===== config.mk =====
export PLATFORM = sky130hd
export DESIGN_NAME = ltc2387_conv_sequencer
export DESIGN_NICKNAME = d
export VERILOG_FILES = /design/src/rtl/ltc2387_conv_sequencer.sv
export SDC_FILE = /design/constraint.sdc
export NUM_CORES = 1
export LEC_CHECK = 0
export CELL_PAD_IN_SITES_DETAIL_PLACEMENT = 1
export CELL_PAD_IN_SITES_GLOBAL_PLACEMENT = 1
export CORE_UTILIZATION = 45
export CTS_CLUSTER_DIAMETER = 80
export DETAILED_ROUTE_END_ITERATION = 8
export GPL_ROUTABILITY_DRIVEN = 0
export PLACE_DENSITY_LB_ADDON = 0.1
export SETUP_SLACK_MARGIN = 0.1
export SYNTH_ARGS = -nofsm -noshare
export SYNTH_HDL_FRONTEND = slang
export SYNTH_SLANG_ARGS = --single-unit

===== constraint.sdc =====
create_clock -name sys_clk -period 10 [get_ports sys_clk]
set_input_delay 2.5 -clock sys_clk [delete_from_list [all_inputs] [get_ports sys_clk]]
set_output_delay 2.5 -clock sys_clk [all_outputs]
set_load 0.02 [all_outputs]

===== src/rtl/ltc2387_conv_sequencer.sv =====
// LTC2387-18 conversion sequencer: CNV timing, ADC clock-burst gating, word capture
// and a valid/ready output register with sticky overrun/timeout flags.
module ltc2387_conv_sequencer #(
  parameter int CNV_HIGH_CYCLES = 2,
  parameter int CONV_CYCLES     = 20,
  parameter int BURST_CYCLES    = 9,
  parameter int TIMEOUT_CYCLES  = 8,
  parameter int PERIOD_W        = 16,
  parameter int COUNT_W         = 16
) (
  input  logic                sys_clk,
  input  logic                reset,
  input  logic                start,
  input  logic                stop,
  input  logic [PERIOD_W-1:0] period,
  input  logic [COUNT_W-1:0]  num_samples,
  input  logic                err_clear,
  output logic                cnv,
  output logic                clk_en,
  input  logic [17:0]         adc_data_in,
  input  logic                adc_data_valid_in,
  output logic [17:0]         sample_data,
  output logic                sample_valid,
  input  logic                sample_ready,
  output logic                busy,
  output logic                done,
  output logic                overrun,
  output logic                timeout
);

  localparam int MIN_PERIOD = CONV_CYCLES + BURST_CYCLES + TIMEOUT_CYCLES;

  localparam logic [PERIOD_W-1:0] T_ONE        = PERIOD_W'(1);
  localparam logic [PERIOD_W-1:0] T_CNV_HIGH   = PERIOD_W'(CNV_HIGH_CYCLES);
  localparam logic [PERIOD_W-1:0] T_CONV_LAST  = PERIOD_W'(CONV_CYCLES - 1);
  localparam logic [PERIOD_W-1:0] T_BURST_LAST = PERIOD_W'(CONV_CYCLES + BURST_CYCLES - 1);
  localparam logic [PERIOD_W-1:0] T_WIN_LAST   = PERIOD_W'(MIN_PERIOD - 1);
  localparam logic [PERIOD_W-1:0] T_MIN_PERIOD = PERIOD_W'(MIN_PERIOD);
  localparam logic [COUNT_W-1:0]  N_ONE        = COUNT_W'(1);

  typedef enum logic [2:0] {
    S_IDLE,
    S_CONV,
    S_BURST,
    S_WAIT,
    S_HOLD
  } state_t;

  state_t              state, state_nxt;
  logic [PERIOD_W-1:0] t, t_nxt;
  logic [PERIOD_W-1:0] p_eff;
  logic [COUNT_W-1:0]  n_target, n_count;
  logic                stop_flag, got_word, done_nxt;
  logic                end_req, samples_met, last_window;
  logic                in_window, win_end, accept, load, drop, to_set, run_start;

  assign end_req     = stop_flag | stop;
  assign samples_met = (n_target != '0) && (n_count == n_target);
  assign last_window = (n_target != '0) && ((n_count + N_ONE) == n_target);

  // The timeline t runs 0..P-1 per conversion; BURST+WAIT is exactly the acceptance window.
  assign in_window = (state == S_BURST) || (state == S_WAIT);
  assign win_end   = (state == S_WAIT) && (t == T_WIN_LAST);
  assign accept    = in_window && adc_data_valid_in && !got_word;
  assign load      = accept && (!sample_valid || sample_ready);
  assign drop      = accept && sample_valid && !sample_ready;
  assign to_set    = win_end && !got_word && !accept;
  assign run_start = (state == S_IDLE) && (state_nxt == S_CONV);

  always_comb begin
    // NOTE: every signal driven here gets a default first, so no path can infer a latch.
    state_nxt = state;
    t_nxt     = t + T_ONE;
    done_nxt  = 1'b0;
    case (state)
      S_IDLE: begin
        t_nxt = '0;
        if (start && !stop) state_nxt = S_CONV;
      end
      S_CONV:  if (t == T_CONV_LAST)  state_nxt = S_BURST;
      S_BURST: if (t == T_BURST_LAST) state_nxt = S_WAIT;
      S_WAIT: begin
        if (t == T_WIN_LAST) begin
          if (end_req || (p_eff == T_MIN_PERIOD && last_window)) begin
            state_nxt = S_IDLE;
            t_nxt     = '0;
            done_nxt  = 1'b1;
          end else if (p_eff == T_MIN_PERIOD) begin
            state_nxt = S_CONV;
            t_nxt     = '0;
          end else begin
            state_nxt = S_HOLD;
          end
        end
      end
      S_HOLD: begin
        if (t == p_eff - T_ONE) begin
          t_nxt = '0;
          if (end_req || samples_met) begin
            state_nxt = S_IDLE;
            done_nxt  = 1'b1;
          end else begin
            state_nxt = S_CONV;
          end
        end
      end
      default: begin
        state_nxt = S_IDLE;
        t_nxt     = '0;
      end
    endcase
  end

  // NOTE: sequential state uses non-blocking assignments only; the async reset clears
  // every register so a reset mid-burst drops cnv/clk_en immediately.
  always_ff @(posedge sys_clk or posedge reset) begin
    if (reset) begin
      state        <= S_IDLE;
      t            <= '0;
      p_eff        <= '0;
      n_target     <= '0;
      n_count      <= '0;
      stop_flag    <= 1'b0;
      got_word     <= 1'b0;
      cnv          <= 1'b0;
      clk_en       <= 1'b0;
      busy         <= 1'b0;
      done         <= 1'b0;
      sample_data  <= '0;
      sample_valid <= 1'b0;
      overrun      <= 1'b0;
      timeout      <= 1'b0;
    end else begin
      state     <= state_nxt;
      t         <= t_nxt;
      cnv       <= (state_nxt == S_CONV) && (t_nxt < T_CNV_HIGH);
      clk_en    <= (state_nxt == S_BURST);
      busy      <= (state_nxt != S_IDLE);
      done      <= done_nxt;
      stop_flag <= (state_nxt == S_IDLE) ? 1'b0 : end_req;

      if (run_start) begin
        p_eff    <= (period < T_MIN_PERIOD) ? T_MIN_PERIOD : period;
        n_target <= num_samples;
        n_count  <= '0;
      end else if (win_end) begin
        n_count <= n_count + N_ONE;
      end

      if (state_nxt == S_CONV) got_word <= 1'b0;
      else if (accept)         got_word <= 1'b1;

      if (load) begin
        sample_data  <= adc_data_in;
        sample_valid <= 1'b1;
      end else if (sample_valid && sample_ready) begin
        sample_valid <= 1'b0;
      end

      // A set event in the same cycle as err_clear keeps the flag set.
      if (drop)           overrun <= 1'b1;
      else if (err_clear) overrun <= 1'b0;

      if (to_set)         timeout <= 1'b1;
      else if (err_clear) timeout <= 1'b0;
    end
  end

endmodule


==> impl_metrics.csv, run 1 <==
group,metric,value,unit
pwr,leakage,2.82,nW
clock_network,cts_made_buffers,9,
place,dp_hpwl,10800,µm
grt,grt_max_degree,51,
sta,fin_crit,4320,ps
die,core_area,0.0116,mm²
worst_setup_path,crit_type,"in2reg",
sta,setup_tns,0,ps
final_layout,synthToLayoutAreaGrowth,21.1,%
place,io_buffers,81,
sta,setup_violations,0,
place,place_ws,5320,ps
grt,globalRouteOverflowTotal,0,
routing,remaining_drc_errors,7,
pwr,internal_power,1.00,mW
logic_synthesis,syn_area_per_cell,8.95,µm²
routing,wire_per_inst,17.9,µm
routing,drtPass1Iterations,6,
sta,finalHoldViolCount,0,
final_layout,fin_cells,810,
logic_synthesis,synth_top_area_share,43.6,%
pwr,pwr-share-comb,40.4,%
worst_setup_path,worstPathCellList,"clkdlybuf4s50_1, nor2_1, nand3_1, buf_4, nand3_1, a311oi_2, inv_2, or3_1",
pwr,p_clk_share,19.2,%
logic_synthesis,yosysUniqueCellTypes,62,
sta,hold_ws,510,ps
pwr,p_sw,0.682,mW
sta,fin_crit_sh,43.2,%
worst_setup_path,crit_path_frequent_cell,"nand3_1",
grt,grt_pass1_vias,4939,
clock_network,cts_resized,0,
routing,drtAntennaViolNets,0,
die,rows,39,
sta,maxSlewViolCount,0,
clock_network,cts_tree,"yes",
worst_setup_path,worstPathMaxFanout,32,
routing,finalWirelength,14500,µm
clock_network,hold_buffers,0,
final_layout,antenna_cells,0,
logic_synthesis,yosysTopAreaCell,"dfrtp_1",
sta,slew_headroom,43.3,%
sta,rsz0062_at_grt,"no",
die,initial_core_util,46.7,%
routing,vias,4574,
routing,drtIter0Drc,208,
place,placedCellCount,794,
clock_network,clk_path_buf_depth,2,
outcome,outcome,"finished, violations left",
logic_synthesis,async_reset_ff_share,100,%
clock_network,clock_sinks,94,
sta,worst_clock_skew,9.74,ps
worst_hold_path,hold_path_class,"reg2reg",
clock_network,insertion_delay,350,ps
grt,grt_antenna_before_repair,0,
die,die_area,0.0124,mm²
die,die_h,111,µm
logic_synthesis,yosys_warnings,0,
sta,clock.fmax,231,MHz
pwr,p_sw_share,40.4,%
logic_synthesis,synth_edf_count,0,
final_layout,drive_gt1_share,7.50,%
logic_synthesis,synth_nets,665,
pwr,p_seq_share,40.4,%
worst_setup_path,startpoint_type,"input port",
logic_synthesis,ys_top_cells_by_area,"dfrtp_1, nand2_1, xnor2_1",
clock_network,cts.htree.levels,3,
worst_setup_path,slowest_stage,"clkdlybuf4s50_1",
worst_setup_path,cp_data_required_time,10240,ps
die,ios,82,
die,dieWidth,111,µm
sta,setup_slack,5680,ps
sta,tightest_slew,851,ps
clock_network,path_clk_slew,70,ps
clock_network,root_buffer,"clkbuf_16",
pwr,peakVddDrop,0.000148,V
job,max_cap_violations,0,
final_layout,fillers,1352,
clock_network,cts_setup_buffers,0,
logic_synthesis,postSynthCellCount,603,
grt,grt.total_usage,25.2,%
routing,via_per_inst,5.65,
outcome,failed_checks,"DRC",
worst_setup_path,end_kind,"register",
logic_synthesis,synth-seq-cells,94,
pwr,power_density,258,mW/mm²
logic_synthesis,netlist_area,0.00540,mm²
worst_setup_path,slowest_delay,550,ps
logic_synthesis,seq_area_frac_synth,43.6,%
final_layout,nNetsFinal,724,
worst_setup_path,arrival,4560,ps
logic_synthesis,synth_ff_type,"dfrtp_1",
grt,grt_pass1_wl,24900,µm
registers in the layout (all words and copies together), names as in the netlist, 3 cells and up:
register,count
n_target,16
p_eff,16
sample_data,18
state,3
t,16
n_count,16
critical path: cells and delay by family:
family                 cells  cell delay, ps
buffers and inverters      3             980
AND/OR/NAND/NOR            4             710
AO/OA/AOI/OAI              1             350
path summary, 6_finish.rpt:
check                           cells past startpoint        endpoint      startpoint  slack (ps)
worst max register to register                     10            t[8]        p_eff[0]        6690
worst min-delay path                                1  sample_data[7]  sample_data[7]         510
max in group asynchronous                           3           t[13]           reset        6300
worst max-delay path                                8            busy            stop        5680
worst min register to register                      1  sample_data[7]  sample_data[7]         510
min in group asynchronous                           2      n_count[1]           reset        2580
cell usage after synthesis, types with 2 or more instances:
library cell,number
a21oi_1,9
nor4b_1,2
or2_2,5
o2111ai_1,2
o21ai_0,13
and4_1,2
buf_2,6
xnor2_1,42
clkbuf_1,29
nand3_1,19
nor3_1,16
nand3b_1,4
nor2_1,52
and2_1,7
a22o_1,3
xor2_1,31
nor4_1,14
nor2b_1,8
nor4bb_1,2
dfrtp_1,94
and3_1,12
inv_1,13
ha_1,5
mux2_2,18
nand2_1,115
nor3b_1,5
nand4_1,18
or3_1,6
nand2b_1,6
or4_1,2
a22oi_1,3
a31oi_1,6
o211ai_1,3
mux2i_1,3
stage by stage:
step | total power [mW] | utilization, % | area (µm²)
floorplan | 1.12 | - | 5400
global placement | 1.32 | 54.1 | 6260
detailed placement | 1.37 | 54.1 | 6260
CTS | 1.70 | 56.5 | 6540
global route | 1.80 | 56.5 | 6540
finish | 1.69 | 56.5 | 6540
area by class of cell:
cell class	instances	area (µm²)	area share, %
Multi-Input combinational cell	459	2840	43.5
Sequential cell	94	2350	36.0
Timing Repair Buffer	84	833	12.8
Clock buffer	10	229	3.50
Tap cell	143	179	2.74
Inverter	14	53.8	0.823
Clock inverter	6	47.5	0.728
cells by family (layout without fill, tap and decap cells):
group           count (synthesis)  in the layout  share of synthesized area, %
simple gates                  303            303                          27.9
flops                          94             94                          43.6
xor+xnor                       73             73                          11.9
compound gates                 57             57                          7.42
buf+inv                        50            114                          3.76
mux                            21             21                          4.31
fa+ha+maj                       5              5                          1.16
metal layers:
layer / GRT usage [%] / up-vias / wire length [µm]
met5: 0 / - / 0
met4: 9.10 / 0 / 283
met3: 3.76 / 23 / 421
met2: 43.4 / 78 / 7160
met1: 32.3 / 2295 / 6660
li1: - / 2178 / -
power groups by stage:
| stage | combinational [mW] | clock [mW] | sequential [mW] |
|---|---|---|---|
| 2_1_floorplan | 0.476 | 0 | 0.648 |
| 3_3_place_gp | 0.644 | 0 | 0.672 |
| 3_5_place_dp | 0.681 | 0 | 0.684 |
| 4_1_cts | 0.688 | 0.333 | 0.680 |
| 5_1_grt | 0.752 | 0.345 | 0.703 |
| 6_report | 0.681 | 0.324 | 0.681 |
cells in the final DEF (no fill, tap or decap), types with 7 or more instances in the layout:
cell	n
xor2_1	31
dfrtp_1	94
nand2_1	115
nor4_1	14
nand4_1	18
xnor2_1	42
mux2_2	18
nand3_1	19
and2_1	7
clkbuf_16	9
nor2_1	52
and3_1	12
inv_1	12
clkdlybuf4s50_1	81
o21ai_0	13
a21oi_1	9
nor3_1	16
nor2b_1	8
Power figures use the tool's default switching activity.
==> inputs of run 2 (changes only) <==
--- a/config.mk
+++ b/config.mk
@@ -7,7 +7,7 @@
 export LEC_CHECK = 0
 export CELL_PAD_IN_SITES_DETAIL_PLACEMENT = 1
 export CELL_PAD_IN_SITES_GLOBAL_PLACEMENT = 1
-export CORE_UTILIZATION = 45
+export CORE_UTILIZATION = 37
 export CTS_CLUSTER_DIAMETER = 80
 export DETAILED_ROUTE_END_ITERATION = 8
 export GPL_ROUTABILITY_DRIVEN = 0
==> constraint.sdc (replaced) <==
create_clock -name sys_clk -period 3.9 [get_ports sys_clk]
set_input_delay 0.975 -clock sys_clk [delete_from_list [all_inputs] [get_ports sys_clk]]
set_output_delay 0.975 -clock sys_clk [all_outputs]
set_load 0.02 [all_outputs]
==> run 2 against run 1 <==
  * The flow now finishes without violations
  * Die area up 21%
  * Total power grew to 2.6 times the previous value
  * Sequential power rose to 2.6 times the previous value
  * Worst setup slack worse by 5000 ps
  * Final area up 1.0%
  * Largest cell class unchanged
  * Largest power group unchanged
  * Highest routed layer unchanged
==> impl_metrics.csv, run 2 (synthesized netlist as in run 1, its figures left out) <==
group,metric,value,unit
worst_setup_path,cp_top_family,"simple AND/OR/NAND/NOR gates",
clock_network,cts_made_buffers,9,
worst_setup_path,startpoint_type,"register",
final_layout,largest_register,"sample_data",
clock_network,hold_buffers,0,
clock_network,cts_tree,"yes",
routing,finalWirelength,14300,µm
sta,maxSlewViolCount,0,
clock_network,clock_sinks,94,
worst_setup_path,path_buf_inv,1,
worst_setup_path,arrival,3470,ps
final_layout,antenna_cells,0,
die,die_area,0.0151,mm²
final_layout,drive_gt1_share,7.50,%
clock_network,cts_setup_buffers,0,
place,io_buffers,81,
pwr,leakage,2.84,nW
place,dp_hpwl,10600,µm
final_layout,layout_common_cells,"nand2_1, dfrtp_1, clkdlybuf4s50_1",
worst_setup_path,crit_type,"reg2reg",
grt,grt_use_met1,28.7,%
routing,remaining_drc_errors,0,
clock_network,cts.htree.levels,3,
clock_network,root_buffer,"clkbuf_16",
sta,fin_crit,3260,ps
die,die_h,123,µm
worst_setup_path,slowest_delay,550,ps
final_layout,fin_util,47.0,%
grt,grt_pass1_wl,24100,µm
sta,clock.fmax,307,MHz
worst_setup_path,cp_data_required_time,4110,ps
grt,grt.total_usage,20.7,%
outcome,outcome,"finished clean",
final_layout,largest_reg_flops,18,
clock_network,insertion_delay,350,ps
sta,finalHoldViolCount,0,
clock_network,clk_path_buf_depth,2,
sta,tightest_slew,826,ps
die,initial_core_util,38.4,%
grt,grt_max_degree,58,
grt,grt_use_met2,33.2,%
worst_setup_path,worstPathCellList,"inv_1, ha_1, nor3b_1, nand2_1, o311a_1, nand2_1, o211ai_1, o21ai_1, and2_1, nor2_1",
grt,grt_pass1_vias,4726,
routing,drtIter0Drc,207,
pwr,power_density,655,mW/mm²
clock_network,cts_resized,0,
sta,slew_headroom,44.9,%
die,ios,82,
die,dieWidth,123,µm
final_layout,nNetsFinal,724,
grt,grtUsageMet3,3.67,%
routing,vias,4499,
final_layout,final_common_cell,"nand2_1",
grt,top_usage_layer,"met2",
worst_setup_path,crit_path_frequent_cell,"nand2_1",
sta,setup_tns,0,ps
pwr,peakVddDrop,0.000228,V
sta,fin_crit_sh,83.5,%
die,rows,43,
sta,worst_clock_skew,7.36,ps
grt,globalRouteOverflowTotal,0,
sta,setup_violations,0,
job,max_cap_violations,0,
worst_hold_path,hold_path_class,"reg2reg",
routing,via_per_inst,5.31,
worst_setup_path,slowest_stage,"and2_1",
clock_network,path_clk_slew,70,ps
routing,drtPass1Iterations,4,
routing,drtAntennaViolNets,0,
die,core_area,0.0140,mm²
worst_setup_path,worstPathMaxFanout,15,
grt,grt_antenna_before_repair,0,
sta,rsz0062_at_grt,"no",
worst_setup_path,end_kind,"register",
final_layout,synthToLayoutAreaGrowth,22.3,%
routing,wire_per_inst,16.9,µm
-- run 2: changes by cell type in the layout (fill, tap and decap cells not counted), sizes merged --
cell      change
clkinvlp      -3
inv           +3
-- run 2: layout make-up --
class	count	area, µm²
multi-input combinational	459	2840
fill	1623	7440
inverter	14	53.8
clock buffer	10	229
clock inverter	6	53.8
sequential	94	2350
timing repair buffer	84	846
tap	180	225
-- run 2: per-stage QoR --
stage	setup WS (ps)	hold WS, ps	cells	instance area [µm²]	power (mW)
4_1_cts	636	501	847	6600	4.38
6_report	645	496	847	6600	4.33
5_1_grt	362	519	847	6600	4.67
2_1_floorplan	476	460	603	5400	2.88
3_5_place_dp	659	496	831	6320	3.50
3_3_place_gp	843	487	831	6320	3.43
-- run 2: worst paths after layout --
kind / from / endpoint / slack, ps / depth (start not counted)
min in group asynchronous: reset / n_target[4] / 1040 / 2
max in group asynchronous: reset / sample_data[14] / 2130 / 3
setup reg to reg: p_eff[0] / t[6] / 640 / 10
hold reg to reg: got_word / timeout / 500 / 1
hold / removal: got_word / timeout / 500 / 1
setup / recovery: p_eff[0] / t[6] / 640 / 10
-- run 2: power breakdown --
part | internal [mW] | switching (mW) | total (mW)
sequential | 1.30 | 0.449 | 1.75
clock | 0.445 | 0.403 | 0.848
combinational | 0.841 | 0.890 | 1.73
total | 2.58 | 1.74 | 4.33
-- run 2: per-layer routing --
layer / vias up / share of wire (%) / routed length, µm
li1: 2179 / - / -
met5: - / 0 / 0
met2: 73 / 46 / 6640
met3: 14 / 3.6 / 518
met4: 0 / 0.99 / 142
met1: 2233 / 49 / 7020
